File: src/rtl/clk_div_cfg_ctrl.sv
// Reconfiguration sequencer for a programmable clock divider: accepts ratio changes over
// valid/ready and applies them only while the divider is disabled, then waits one output period.
//
// state    | meaning
// ---------+------------------------------------------------------------
// IDLE     | enable tracks i_enable, ready for a new ratio request
// DISABLE  | divider held off for DRAIN_CYC cycles to let it drain
// LOAD     | new ratio driven to the divider while still disabled
// ENABLE   | divider re-enabled, settle timer armed from the new ratio
// SETTLE   | wait one full output period, then pulse o_done
module clk_div_cfg_ctrl #(
    parameter int DIV_RATIO_WIDTH = 8,
    parameter int DRAIN_CYC       = 2,
    parameter int RESET_RATIO     = 1
) (
    input  logic                       i_ref_clk,
    input  logic                       i_rst_n,
    input  logic                       i_enable,
    input  logic                       i_cfg_valid,
    input  logic [DIV_RATIO_WIDTH-1:0] i_cfg_ratio,
    output logic                       o_cfg_ready,
    output logic [DIV_RATIO_WIDTH-1:0] o_div_ratio,
    output logic                       o_clk_en,
    output logic                       o_busy,
    output logic                       o_done
);

    localparam logic [3:0]                 DRAIN_INIT = 4'(DRAIN_CYC - 1);
    localparam logic [DIV_RATIO_WIDTH-1:0] RST_RATIO  = DIV_RATIO_WIDTH'(RESET_RATIO);
    localparam logic [DIV_RATIO_WIDTH-1:0] RATIO_ONE  = DIV_RATIO_WIDTH'(1);

    typedef enum logic [2:0] {
        S_IDLE,
        S_DISABLE,
        S_LOAD,
        S_ENABLE,
        S_SETTLE
    } state_t;

    state_t                       state_q, state_d;
    logic [DIV_RATIO_WIDTH-1:0]   ratio_q, ratio_d;
    logic [DIV_RATIO_WIDTH-1:0]   pending_q, pending_d;
    logic [DIV_RATIO_WIDTH-1:0]   settle_q, settle_d;
    logic [3:0]                   drain_q, drain_d;
    logic                         clk_en_q, clk_en_d;
    logic                         done_q, done_d;

    always_ff @(posedge i_ref_clk or negedge i_rst_n) begin
        if (!i_rst_n) begin
            state_q   <= S_IDLE;
            ratio_q   <= RST_RATIO;
            pending_q <= RST_RATIO;
            settle_q  <= '0;
            drain_q   <= '0;
            clk_en_q  <= 1'b0;
            done_q    <= 1'b0;
        end else begin
            state_q   <= state_d;
            ratio_q   <= ratio_d;
            pending_q <= pending_d;
            settle_q  <= settle_d;
            drain_q   <= drain_d;
            clk_en_q  <= clk_en_d;
            done_q    <= done_d;
        end
    end

    always_comb begin
        state_d   = state_q;
        ratio_d   = ratio_q;
        pending_d = pending_q;
        settle_d  = settle_q;
        drain_d   = drain_q;
        clk_en_d  = clk_en_q;
        done_d    = 1'b0;
        case (state_q)
            S_IDLE: begin
                clk_en_d = i_enable;
                if (i_cfg_valid) begin
                    // Same ratio on a running divider needs no disable/reload cycle.
                    if ((i_cfg_ratio == ratio_q) && clk_en_q) begin
                        done_d = 1'b1;
                    end else begin
                        pending_d = i_cfg_ratio;
                        clk_en_d  = 1'b0;
                        drain_d   = DRAIN_INIT;
                        state_d   = S_DISABLE;
                    end
                end
            end
            S_DISABLE: begin
                clk_en_d = 1'b0;
                if (drain_q == 4'd0) state_d = S_LOAD;
                else                 drain_d = drain_q - 4'd1;
            end
            S_LOAD: begin
                clk_en_d = 1'b0;
                ratio_d  = pending_q;
                state_d  = S_ENABLE;
            end
            S_ENABLE: begin
                clk_en_d = i_enable;
                // Ratio 0 bypasses like ratio 1, so it settles in a single cycle.
                settle_d = (pending_q == '0) ? '0 : (pending_q - RATIO_ONE);
                state_d  = S_SETTLE;
            end
            S_SETTLE: begin
                clk_en_d = i_enable;
                if (settle_q == '0) begin
                    state_d = S_IDLE;
                    done_d  = 1'b1;
                end else begin
                    settle_d = settle_q - RATIO_ONE;
                end
            end
            default: begin
                clk_en_d = 1'b0;
                state_d  = S_IDLE;
            end
        endcase
    end

    assign o_cfg_ready = (state_q == S_IDLE);
    assign o_busy      = (state_q != S_IDLE);
    assign o_div_ratio = ratio_q;
    assign o_clk_en    = clk_en_q;
    assign o_done      = done_q;

endmodule

File: config.mk
export PLATFORM = sky130hd
export DESIGN_NAME = clk_div_cfg_ctrl
export DESIGN_NICKNAME = d
export VERILOG_FILES = /design/src/rtl/clk_div_cfg_ctrl.sv
export SDC_FILE = /design/constraint.sdc
export NUM_CORES = 1
export LEC_CHECK = 0
export ABC_AREA = 1
export BUFFER_PORTS_ARGS = -buffer_cell sky130_fd_sc_hd__clkbuf_2
export CAP_MARGIN = 20
export CORE_ASPECT_RATIO = 0.6
export CORE_MARGIN = 3
export CORE_UTILIZATION = 50
export CTS_CLUSTER_SIZE = 10
export DETAILED_ROUTE_END_ITERATION = 8
export PLACE_DENSITY = 0.73
export SLEW_MARGIN = 10
export SYNTH_ARGS = -nofsm -noshare
export SYNTH_HDL_FRONTEND = slang
export SYNTH_SLANG_ARGS = --single-unit
File: constraint.sdc
create_clock -name i_ref_clk -period 1.35 [get_ports i_ref_clk]
set_input_delay 0.0675 -clock i_ref_clk [delete_from_list [all_inputs] [get_ports i_ref_clk]]
set_output_delay 0.0675 -clock i_ref_clk [all_outputs]
set_load 0.1 [all_outputs]
==> results of run 1 <==
worst min path at each step:
| stage | startpoint | cells past startpoint | to |
|---|---|---|---|
| after floorplan | i_rst_n | 0 | drain_q[0]$_DFFE_PN0P_ |
| after global placement | i_rst_n | 2 | pending_q[7]$_DFFE_PN0P_ |
| after detailed placement | i_rst_n | 2 | pending_q[7]$_DFFE_PN0P_ |
| after CTS | i_cfg_ratio[2] | 3 | pending_q[2]$_DFFE_PN0P_ |
| after global routing | i_cfg_ratio[2] | 3 | pending_q[2]$_DFFE_PN0P_ |
| final | i_cfg_ratio[2] | 3 | pending_q[2]$_DFFE_PN0P_ |
critical path: stages, from the launching register on:
cell	delay, ns
dfstp_4	0.65
inv_4	0.04
nand2_4	0.06
nand3_2	0.05
nor2_1	0.12
nand3_1	0.13
nand2_4	0.17
clkbuf_16	0.19
o21ai_2	0.06
Yosys cell counts (all sizes together):
| library cell | number | area share, % |
|---|---|---|
| o21ai | 32 | 9.8 |
| buf | 5 | 2.3 |
| nor4 | 1 | 0.29 |
| nand3 | 20 | 5.6 |
| nand4 | 6 | 1.8 |
| xor2 | 5 | 2.0 |
| o22ai | 2 | 0.59 |
| nor3 | 3 | 1.5 |
| nand2 | 86 | 17 |
| xnor2 | 1 | 0.41 |
| nor2 | 34 | 7.5 |
| or2 | 1 | 0.29 |
| clkinv | 1 | 0.23 |
| dfstp | 2 | 2.5 |
| ha | 5 | 2.9 |
| dfrtp | 31 | 36 |
| a21oi | 6 | 1.4 |
| inv | 45 | 7.9 |
routing by layer:
layer / part of all wire, % / up-vias / wire (um) / global-route usage (%)
met5: 0 / - / 0 / 0
met4: 1.6 / 0 / 104 / 7.84
met3: 8.2 / 13 / 527 / 4.82
met2: 45 / 108 / 2880 / 38.2
met1: 45 / 1014 / 2890 / 34.5
li1: - / 1064 / - / -
cells in the final DEF (no fill, tap or decap), types with 6 or more instances in the layout:
master,count
o21ai_2,16
nand4_1,6
dfrtp_1,24
buf_4,44
o21ai_0,6
o21ai_1,9
inv_1,27
nand3_1,10
clkbuf_2,16
buf_6,8
dfrtp_2,7
nor2_1,25
nand2_1,59
nand2_2,22
nand3_2,9
inv_2,14
logic make-up (layout without fill, tap and decap cells):
kind of cell,count (synthesis),count (layout)
xor+xnor,6,6
flops,33,33
fa+ha+maj,5,5
buf+inv,51,132
simple gates,151,151
compound gates,40,40
power breakdown:
group / switching [uW] / internal (uW)
clock: 380 / 357
sequential: 298 / 1450
combinational: 3910 / 2480
through the flow:
stage	hold WS (ns)	TNS [ns]	instances
CTS	0.00943	-2.64	422
floorplan	-0.228	-8.57	286
global route	0.0243	-5.10	424
finish	0.0155	-3.96	424
detailed placement	0.131	-2.65	404
global placement	0.126	-1.87	404
sequential cells by signal, summed over array words and instances (netlist names):
register / cells
drain_q: 4
pending_q: 8
o_div_ratio: 8
o_clk_en: 1
settle_q: 8
o_done: 1
state_q: 3
layout make-up:
type / instances / area, um^2 / area share, %
repair inverters: 1 / 6.26 / 0.201
inverters: 46 / 191 / 6.16
clock buffers: 6 / 72.6 / 2.34
clock inverters: 2 / 10.0 / 0.322
well taps: 57 / 71.3 / 2.30
multi-input cells: 202 / 1240 / 40.0
repair buffers: 77 / 671 / 21.6
flip-flops and latches: 33 / 841 / 27.1
timing repair:
action                                 in CTS  in global routing
resized for setup                          29                 35
buffers inserted                            7                  1
cloned                                      1                  2
pin swaps                                  14                 16
setup endpoints to repair                  26                 35
hold buffers                                2                  0
endpoints found under the hold margin      32                  0
==> reports/metrics.yaml, run 1 <==
outcome:
  status: "finished with violations"
  violations: "negative setup slack"
logic_synthesis:
  ys_seq_area_share_pct: 38.7
  synth_top_family_by_area: "simple AND/OR/NAND/NOR gates"
  synthSimpleGateAreaFrac_pct: 33.6
  ys_ff_latch: 33
  syn_area_per_cell_um2: 7.48
  yosysWarnings: 0
  synth_fa_ha_area_share_pct: 2.93
  synth_compound_area_share_pct: 11.8
  syn_area_um2: 2140
  synth_nets: 303
  muxShareOfSynthArea_pct: 0
  synth_cell_types: 28
  synth_xor_area_share_pct: 2.46
  synthCells: 286
place:
  gp_congestion: 0.841
  post-place-ws_ns: -0.159
  placed_area_um2: 2720
  io_buffers: 23
  dp_hpwl_mm: 4.14
flow_run:
  max_cap_viol_count: 0
floorplan:
  die_width_um: 90.4
  core_area_um2: 3890
  num_io_pins: 24
  start_util_pct: 54.9
  die_h_um: 56.7
  rows: 17
  dieArea_um2: 5120
clocking:
  cts_sinks: 33
  insertion_delay_ns: 0.30
  path_clk_slew_ns: 0.07
  cts_buffers: 5
  cts_root_buf: "clkbuf_8"
  h-tree-depth: 2
  cts_tree: "built"
  max-clock-path-buffers: 2
routing:
  post_drt_wl_per_cell_um: 15.1
  avgViaCountPerCell: 5.19
  drc_errors: 0
  first_pass_iters: 5
  num_vias: 2199
  wirelength_mm: 6.40
  drt_iter0_drc: 140
  drtAntennaViolNets: 0
final_layout:
  drive_above_1_share_pct: 49.6
  area_delta_synth_final_pct: 45.2
  fill_cells: 266
  fin_nets: 383
  insertedDiodeCount: 0
  design_area_um2: 3110
  utilization_pct: 79.8
sta:
  finalHoldViolCount: 0
  period_minus_slack_ns: 1.58
  fmax_mhz: 632
  worst_pin_slew_ns: 0.557
  rsz0062_at_grt: "true"
  setup_violations: 26
  period_share_pct: 117
  slew_violations: 0
  setup_ws_ns: -0.233
  slew_headroom_pct: 63.0
  fin_skew_ns: 0.00870
global_routing:
  grt_max_degree: 34
  grt_antenna_before_repair: 0
  grt.total_usage_pct: 24.5
  grt_overflow: 0
  grt_pass1_vias: 2102
  grt_pass1_wl_mm: 9.74
critical_path:
  endpoint_kind: "flop"
  r2r_slack_ns: -0.23
  r2r_end: "pending_q[5]$_DFFE_PN0P_"
  worst_r2r_path_depth: 8
  critPathMaxFanout: 8
  timing.rr.start: "o_div_ratio[0]$_DFFE_PN1P_"
  required_ns: 1.53
  arrival_ns: 1.77
  start_kind: "flop"
  endpoint: "pending_q[5]$_DFFE_PN0P_"
  crit_start: "o_div_ratio[0]$_DFFE_PN1P_"
  criticalPathCategory: "reg2reg"
power_and_ir_drop:
  total_power_uw: 8880
  ir_drop_v: 0.00241
  power.leakage_uw: 0.00157
  power.density_nw_per_um2: 2860
worst_hold_path:
  hold_path.class: "in2reg"
(Power assumes the default switching activity.)
==> run 2, diff against run 1 <==
--- a/config.mk
+++ b/config.mk
@@ -10,10 +10,10 @@
 export CAP_MARGIN = 20
 export CORE_ASPECT_RATIO = 0.6
 export CORE_MARGIN = 3
-export CORE_UTILIZATION = 50
+export CORE_UTILIZATION = 45
 export CTS_CLUSTER_SIZE = 10
 export DETAILED_ROUTE_END_ITERATION = 8
-export PLACE_DENSITY = 0.73
+export PLACE_DENSITY = 0.66
 export SLEW_MARGIN = 10
 export SYNTH_ARGS = -nofsm -noshare
 export SYNTH_HDL_FRONTEND = slang
==> run 2 against run 1 <==
Critical endpoint is now state_q[0]$_DFFE_PN0P_. Maximum frequency is essentially flat. Critical path type unchanged. Highest routed layer unchanged. Flip-flop and latch count is the same. The flow still finishes with violations (negative setup slack). Via count grew 2.2%. Die area grew 10%.
==> reports/metrics.yaml, run 2 (synthesis gave the netlist of run 1 again) <==
power_and_ir_drop:
  power_frac_seq_pct: 18.8  # -0.9 points
  p_sw_uw: 4620  # +0.69%
  ir_drop_v: 0.00216  # -10%
  swShare_pct: 49.6  # -2.0 points
  clkPwrFrac_pct: 9.1  # +0.8 points
  intPower_uw: 4690  # +9.2%
  power.leakage_uw: 0.00164  # +4.3%
  power.density_nw_per_um2: 2860  # about the same
  power_frac_comb_pct: 72.0  # about the same
sta:
  slew_violations: 0  # unchanged
  period_share_pct: 117  # about the same
  fmax_mhz: 632  # about the same
  rsz0062_at_grt: "true"
  setup_ws_ns: -0.232  # +0.000986 ns
  worst_pin_slew_ns: 0.606  # +0.0491 ns
  setup_violations: 27  # +3.8%
  slew_headroom_pct: 59.6  # -3.4 points
  finalHoldViolCount: 0  # unchanged
  fin_skew_ns: 0.00740  # -0.00130 ns
  period_minus_slack_ns: 1.58  # -0.000986 ns
  whs_ns: 0.0288  # +0.0133 ns
worst_hold_path:
  min_to: "pending_q[4]$_DFFE_PN0P_"
  hp-start: "i_cfg_ratio[4]"
  hold_path.class: "in2reg"
  whs_path_depth: 3  # unchanged
floorplan:
  dieArea_um2: 5640  # +10%
  num_io_pins: 24  # unchanged
  die_width_um: 95.0  # +5.0%
  start_util_pct: 49.5  # -5.5 points
  core_area_um2: 4320  # +11%
  die_h_um: 59.4  # +4.8%
  rows: 18  # +1
clocking:
  cts_sinks: 33  # unchanged
  cts_buffers: 5  # unchanged
  insertion_delay_ns: 0.29  # about the same
  path_clk_slew_ns: 0.07  # about the same
  h-tree-depth: 2  # unchanged
  cts_root_buf: "clkbuf_8"
  cts_tree: "built"
  max-clock-path-buffers: 2  # unchanged
global_routing:
  grt_util_met2_pct: 33.8  # -4.4 points
  grt_antenna_before_repair: 0  # unchanged
  met3_usage_pct: 4.82  # about the same
  grt_pass1_wl_mm: 9.80  # +0.64%
  grt.total_usage_pct: 22.9  # -1.6 points
  grt_max_degree: 23  # -32%
  grt_pass1_vias: 2069  # -1.6%
  grt_overflow: 0  # unchanged
  grt_use_met1_pct: 34.6  # +0.10 points
  busiest_layer: "met1"
routing:
  drtAntennaViolNets: 0  # unchanged
  avgViaCountPerCell: 5.20  # +0.29%
  drc_errors: 0  # unchanged
  wirelength_mm: 6.60  # +3.1%
  num_vias: 2247  # +2.2%
  drt_iter0_drc: 183  # +31%
  post_drt_wl_per_cell_um: 15.3  # +1.2%
  first_pass_iters: 5  # unchanged
outcome:
  status: "finished with violations"
  violations: "negative setup slack"
final_layout:
  area_delta_synth_final_pct: 52.1
  layout_commonest_cell: "nand2_1"
  drive_above_1_share_pct: 49.5  # -0.13 points
  mostFrequentLayoutCells: "nand2_1 (62), buf_4 (43), inv_1 (28)"
  design_area_um2: 3250  # +4.7%
  insertedDiodeCount: 0  # unchanged
  fill_cells: 331  # +24%
  fin_nets: 388  # +1.3%
  multiInputGateArea_um2: 1240  # -0.20%
  final-seq-area_um2: 841  # unchanged
critical_path:
  required_ns: 1.53  # about the same
  criticalPathCategory: "reg2reg"
  endpoint_kind: "flop"
  r2r_end: "state_q[0]$_DFFE_PN0P_"
  r2r_slack_ns: -0.23  # about the same
  start_kind: "flop"
  critPathMaxFanout: 3  # -5
  arrival_ns: 1.76  # about the same
  timing.rr.start: "o_div_ratio[0]$_DFFE_PN1P_"
  worst_r2r_path_depth: 10  # +2
place:
  placed_area_um2: 2730  # +0.51%
  dp_hpwl_mm: 4.13  # -0.19%
  gp_congestion: 0.907  # +7.9%
  io_buffers: 23  # unchanged
flow_run:
  max_cap_viol_count: 0  # unchanged
## run 2: cell count changes in the layout (fill, tap and decap cells not counted), sizes merged
cell    before  now
buf         57   62
clkbuf      24   26
clkinv       3    2
inv         46   45
## run 2: per-layer routing
| metal | share of wire, % | wire, um |
|---|---|---|
| met1 | 45 | 2980 |
| met2 | 43 | 2830 |
| met3 | 9.4 | 619 |
| met4 | 2.5 | 165 |
| met5 | 0 | 0 |
## run 2: worst max path at each step
stage	end	slack (ns)	depth (start not counted)	startpoint
3_3_place_gp	pending_q[1]$_DFFE_PN0P_	-0.15	9	o_div_ratio[0]$_DFFE_PN1P_
2_1_floorplan	pending_q[3]$_DFFE_PN0P_	-0.59	9	state_q[2]$_DFFE_PN0P_
4_1_cts	pending_q[2]$_DFFE_PN0P_	-0.17	9	o_div_ratio[0]$_DFFE_PN1P_
6_report	state_q[0]$_DFFE_PN0P_	-0.23	10	o_div_ratio[0]$_DFFE_PN1P_
5_1_grt	state_q[0]$_DFFE_PN0P_	-0.32	10	o_div_ratio[0]$_DFFE_PN1P_
3_5_place_dp	drain_q[2]$_DFFE_PN0P_	-0.19	9	o_div_ratio[0]$_DFFE_PN1P_
## run 2: power groups by stage
stage	Combinational, uW	Sequential, uW	Clock, uW
CTS	6140	1740	854
floorplan	2770	2550	0
finish	6710	1750	850
global placement	5390	1750	0
detailed placement	5460	1750	0
global route	7190	1810	894
## run 2: area by class of cell
cell class,count,area share [%]
clock buffers,7,2.96
clock inverters,1,0.154
inverters,46,5.81
multi-input cells,202,38.1
flip-flops and latches,33,25.9
well taps,60,2.31
repair buffers,83,24.8
## run 2: through the flow
stage	util, %	cells	setup TNS, ns	worst slack (ns)	total power [uW]
after global placement	63.1	405	-2.61	-0.151	7140
after global routing	75.2	432	-6.62	-0.316	9890
after detailed placement	63.1	405	-3.51	-0.193	7210
after CTS	70.9	428	-3.27	-0.173	8740
after floorplan	-	286	-8.57	-0.592	5320
final	75.2	432	-4.51	-0.232	9310
## run 2: repair_timing
action | in CTS | in global routing
gates resized for setup | 29 | 35
hold endpoints to repair | 19 | 0
endpoints found under the setup margin | 26 | 35
hold buffers | 2 | 0
buffers inserted | 11 | 4
cloned | 2 | 3
pin swaps | 2 | 21
## run 2: worst max-delay path: stages (launching register included)
cell and delay, ns:
dfstp_4 0.63, inv_2 0.04, nand2_2 0.08, buf_6 0.11, nand2_4 0.05, nor2_4 0.10
nand2_2 0.07, nor2_4 0.14, nand3_4 0.09, nand4_1 0.10, nand2_1 0.06
==> run 3, diff against run 2 <==
--- a/config.mk
+++ b/config.mk
@@ -10,10 +10,10 @@
 export CAP_MARGIN = 20
 export CORE_ASPECT_RATIO = 0.6
 export CORE_MARGIN = 3
-export CORE_UTILIZATION = 45
+export CORE_UTILIZATION = 53
 export CTS_CLUSTER_SIZE = 10
 export DETAILED_ROUTE_END_ITERATION = 8
-export PLACE_DENSITY = 0.66
+export PLACE_DENSITY = 0.76
 export SLEW_MARGIN = 10
 export SYNTH_ARGS = -nofsm -noshare
 export SYNTH_HDL_FRONTEND = slang
==> run 3 against run 2 <==
The run still ends with negative setup slack left. Clock power fell by 14%. Die area fell by 14%. Sequential share of layout area fell by 0.17 points. Non-clock buffer count fell by 3. Global-route usage rose by 4.6 points. Critical endpoint is now settle_q[7]$_DFFE_PN0P_. Highest routed layer unchanged.
==> reports/metrics.yaml, run 3 (synthesis gave the netlist of run 1 again) <==
final_layout:
  insertedDiodeCount: 0  # unchanged
  fill_cells: 188  # -43%
  drive_above_1_share_pct: 54.6  # +5.1 points
  layout_commonest_cell: "nand2_1"
  final-seq-area_um2: 841  # unchanged
  mostFrequentLayoutCells: "nand2_1 (57), buf_4 (45), inv_1 (27)"
  fin_nets: 386  # -0.52%
  utilization_pct: 86.9  # +12 points
  design_area_um2: 3270  # +0.65%
  area_delta_synth_final_pct: 53.1
  multiInputGateArea_um2: 1380  # +11%
sta:
  slew_headroom_pct: 63.3  # +3.7 points
  setup_violations: 29  # +7.4%
  setup_ws_ns: -0.233  # -0.00160 ns
  period_minus_slack_ns: 1.58  # +0.00160 ns
  rsz0062_at_grt: "true"
  fmax_mhz: 632  # -0.10%
  finalHoldViolCount: 0  # unchanged
  period_share_pct: 117  # +0.12 points
  slew_violations: 0  # unchanged
  fin_skew_ns: 0.0114  # +0.00400 ns
  worst_pin_slew_ns: 0.553  # -0.0526 ns
power_and_ir_drop:
  power_frac_comb_pct: 73.2  # +1.2 points
  power.leakage_uw: 0.00164  # +0.49%
  clkPwrFrac_pct: 7.7  # -1.4 points
  intPower_uw: 4510  # -3.8%
  swShare_pct: 52.8  # +3.2 points
  ir_drop_v: 0.00234  # +8.5%
  power.density_nw_per_um2: 2920  # +2.1%
  p_sw_uw: 5050  # +9.3%
  power_frac_seq_pct: 19.1  # +0.3 points
clocking:
  cts_tree: "built"
  cts_sinks: 33  # unchanged
  cts_buffers: 5  # unchanged
  insertion_delay_ns: 0.29  # about the same
  h-tree-depth: 2  # unchanged
  cts_root_buf: "clkbuf_8"
  max-clock-path-buffers: 2  # unchanged
  path_clk_slew_ns: 0.07  # about the same
critical_path:
  r2r_end: "settle_q[7]$_DFFE_PN0P_"
  timing.rr.start: "settle_q[0]$_DFFE_PN0P_"
  r2r_slack_ns: -0.23  # about the same
  worst_r2r_path_depth: 10  # unchanged
  arrival_ns: 1.76  # about the same
  start_kind: "flop"
  crit_start: "settle_q[0]$_DFFE_PN0P_"
  endpoint_kind: "flop"
  criticalPathCategory: "reg2reg"
  critPathMaxFanout: 6  # +3
  required_ns: 1.52  # about the same
floorplan:
  die_h_um: 55.2  # -7.1%
  die_width_um: 88  # -7.4%
  dieArea_um2: 4860  # -14%
  num_io_pins: 24  # unchanged
  core_area_um2: 3760  # -13%
  start_util_pct: 56.8  # +7.3 points
  rows: 17  # -1
routing:
  met2_length_mm: 3.33  # +18%
  met3_length_um: 851  # +37%
  routed.top_layer: "met4"
  post_drt_wl_per_cell_um: 18.1  # +19%
  wl_met1_mm: 3.10  # +4.0%
  drc_errors: 0  # unchanged
  avgViaCountPerCell: 5.84  # +12%
  first_pass_iters: 5  # unchanged
  drt_iter0_drc: 339  # +85%
  wirelength_mm: 7.55  # +14%
  num_vias: 2437  # +8.5%
  drtAntennaViolNets: 0  # unchanged
global_routing:
  grt.total_usage_pct: 27.6  # +4.6 points
  grt_max_degree: 21  # -8.7%
  grt_antenna_before_repair: 0  # unchanged
  grt_pass1_wl_mm: 10.4  # +5.8%
  grt_overflow: 0  # unchanged
  grt_pass1_vias: 2179  # +5.3%
outcome:
  status: "finished with violations"
  violations: "negative setup slack"
place:
  dp_hpwl_mm: 4.21  # +1.8%
  post-place-ws_ns: -0.185  # +0.00774 ns
  gp_congestion: 0.937  # +3.4%
  io_buffers: 23  # unchanged
  placed_area_um2: 2710  # -0.69%
worst_hold_path:
  hp-start: "i_cfg_ratio[2]"
  min_to: "pending_q[2]$_DFFE_PN0P_"
  hold_path.class: "in2reg"
  whs_path_depth: 3  # unchanged
flow_run:
  max_cap_viol_count: 0  # unchanged
run 3: cell type report:
type	count	area share, %
Clock inverter	2	0.306
Tap cell	47	1.80
Clock buffer	6	2.22
Timing Repair Buffer	80	22.0
Multi-Input combinational cell	202	42.0
Sequential cell	33	25.7
Inverter	46	5.77
Timing Repair inverter	1	0.191
run 3: worst max path at each step:
stage	endpoint	slack, ns	cells after the start
floorplan	pending_q[3]$_DFFE_PN0P_	-0.59	9
global placement	drain_q[3]$_DFFE_PN0P_	-0.13	9
detailed placement	drain_q[0]$_DFFE_PN0P_	-0.18	9
CTS	pending_q[6]$_DFFE_PN0P_	-0.20	9
global route	settle_q[7]$_DFFE_PN0P_	-0.30	10
finish	settle_q[7]$_DFFE_PN0P_	-0.23	10
run 3: critical path: stages, from the launching register on:
cell and delay [ns]:
dfrtp_1 0.40, inv_2 0.09, ha_4 0.15, nand3_4 0.08, nor3_4 0.20, nor2_4 0.06
nor2_4 0.14, buf_4 0.15, inv_4 0.06, nand2_1 0.09, nand2_1 0.06
run 3: timing repair:
item | in CTS | in global routing
cloned | 2 | 2
gates resized for setup | 48 | 57
pin swaps | 19 | 8
hold buffers | 2 | 0
setup buffers | 8 | 5
hold endpoints to repair | 14 | 0
setup endpoints to repair | 27 | 35
run 3: power groups by stage:
stage                     clock network (uW)  logic, uW  registers, uW
final                                    732       7000           1830
after global routing                     774       7380           1870
after CTS                                728       6160           1760
after detailed placement                   0       5360           1760
after global placement                     0       5250           1740
after floorplan                            0       2770           2550
run 3: stage by stage:
stage | cells | setup TNS (ns) | total power (uW) | hold slack [ns]
5_1_grt | 417 | -6.07 | 10000 | 0.0539
2_1_floorplan | 286 | -8.57 | 5320 | -0.228
3_3_place_gp | 393 | -1.97 | 7000 | 0.00895
6_report | 417 | -4.36 | 9570 | 0.0431
4_1_cts | 413 | -3.42 | 8640 | 0.0159
3_5_place_dp | 393 | -2.80 | 7120 | 0.00725
run 3: per-layer routing:
metal	vias up	track usage [%]
li1	1063	-
met1	1145	40.0
met2	188	41.3
met3	41	5.66
met4	0	8.10
met5	-	0
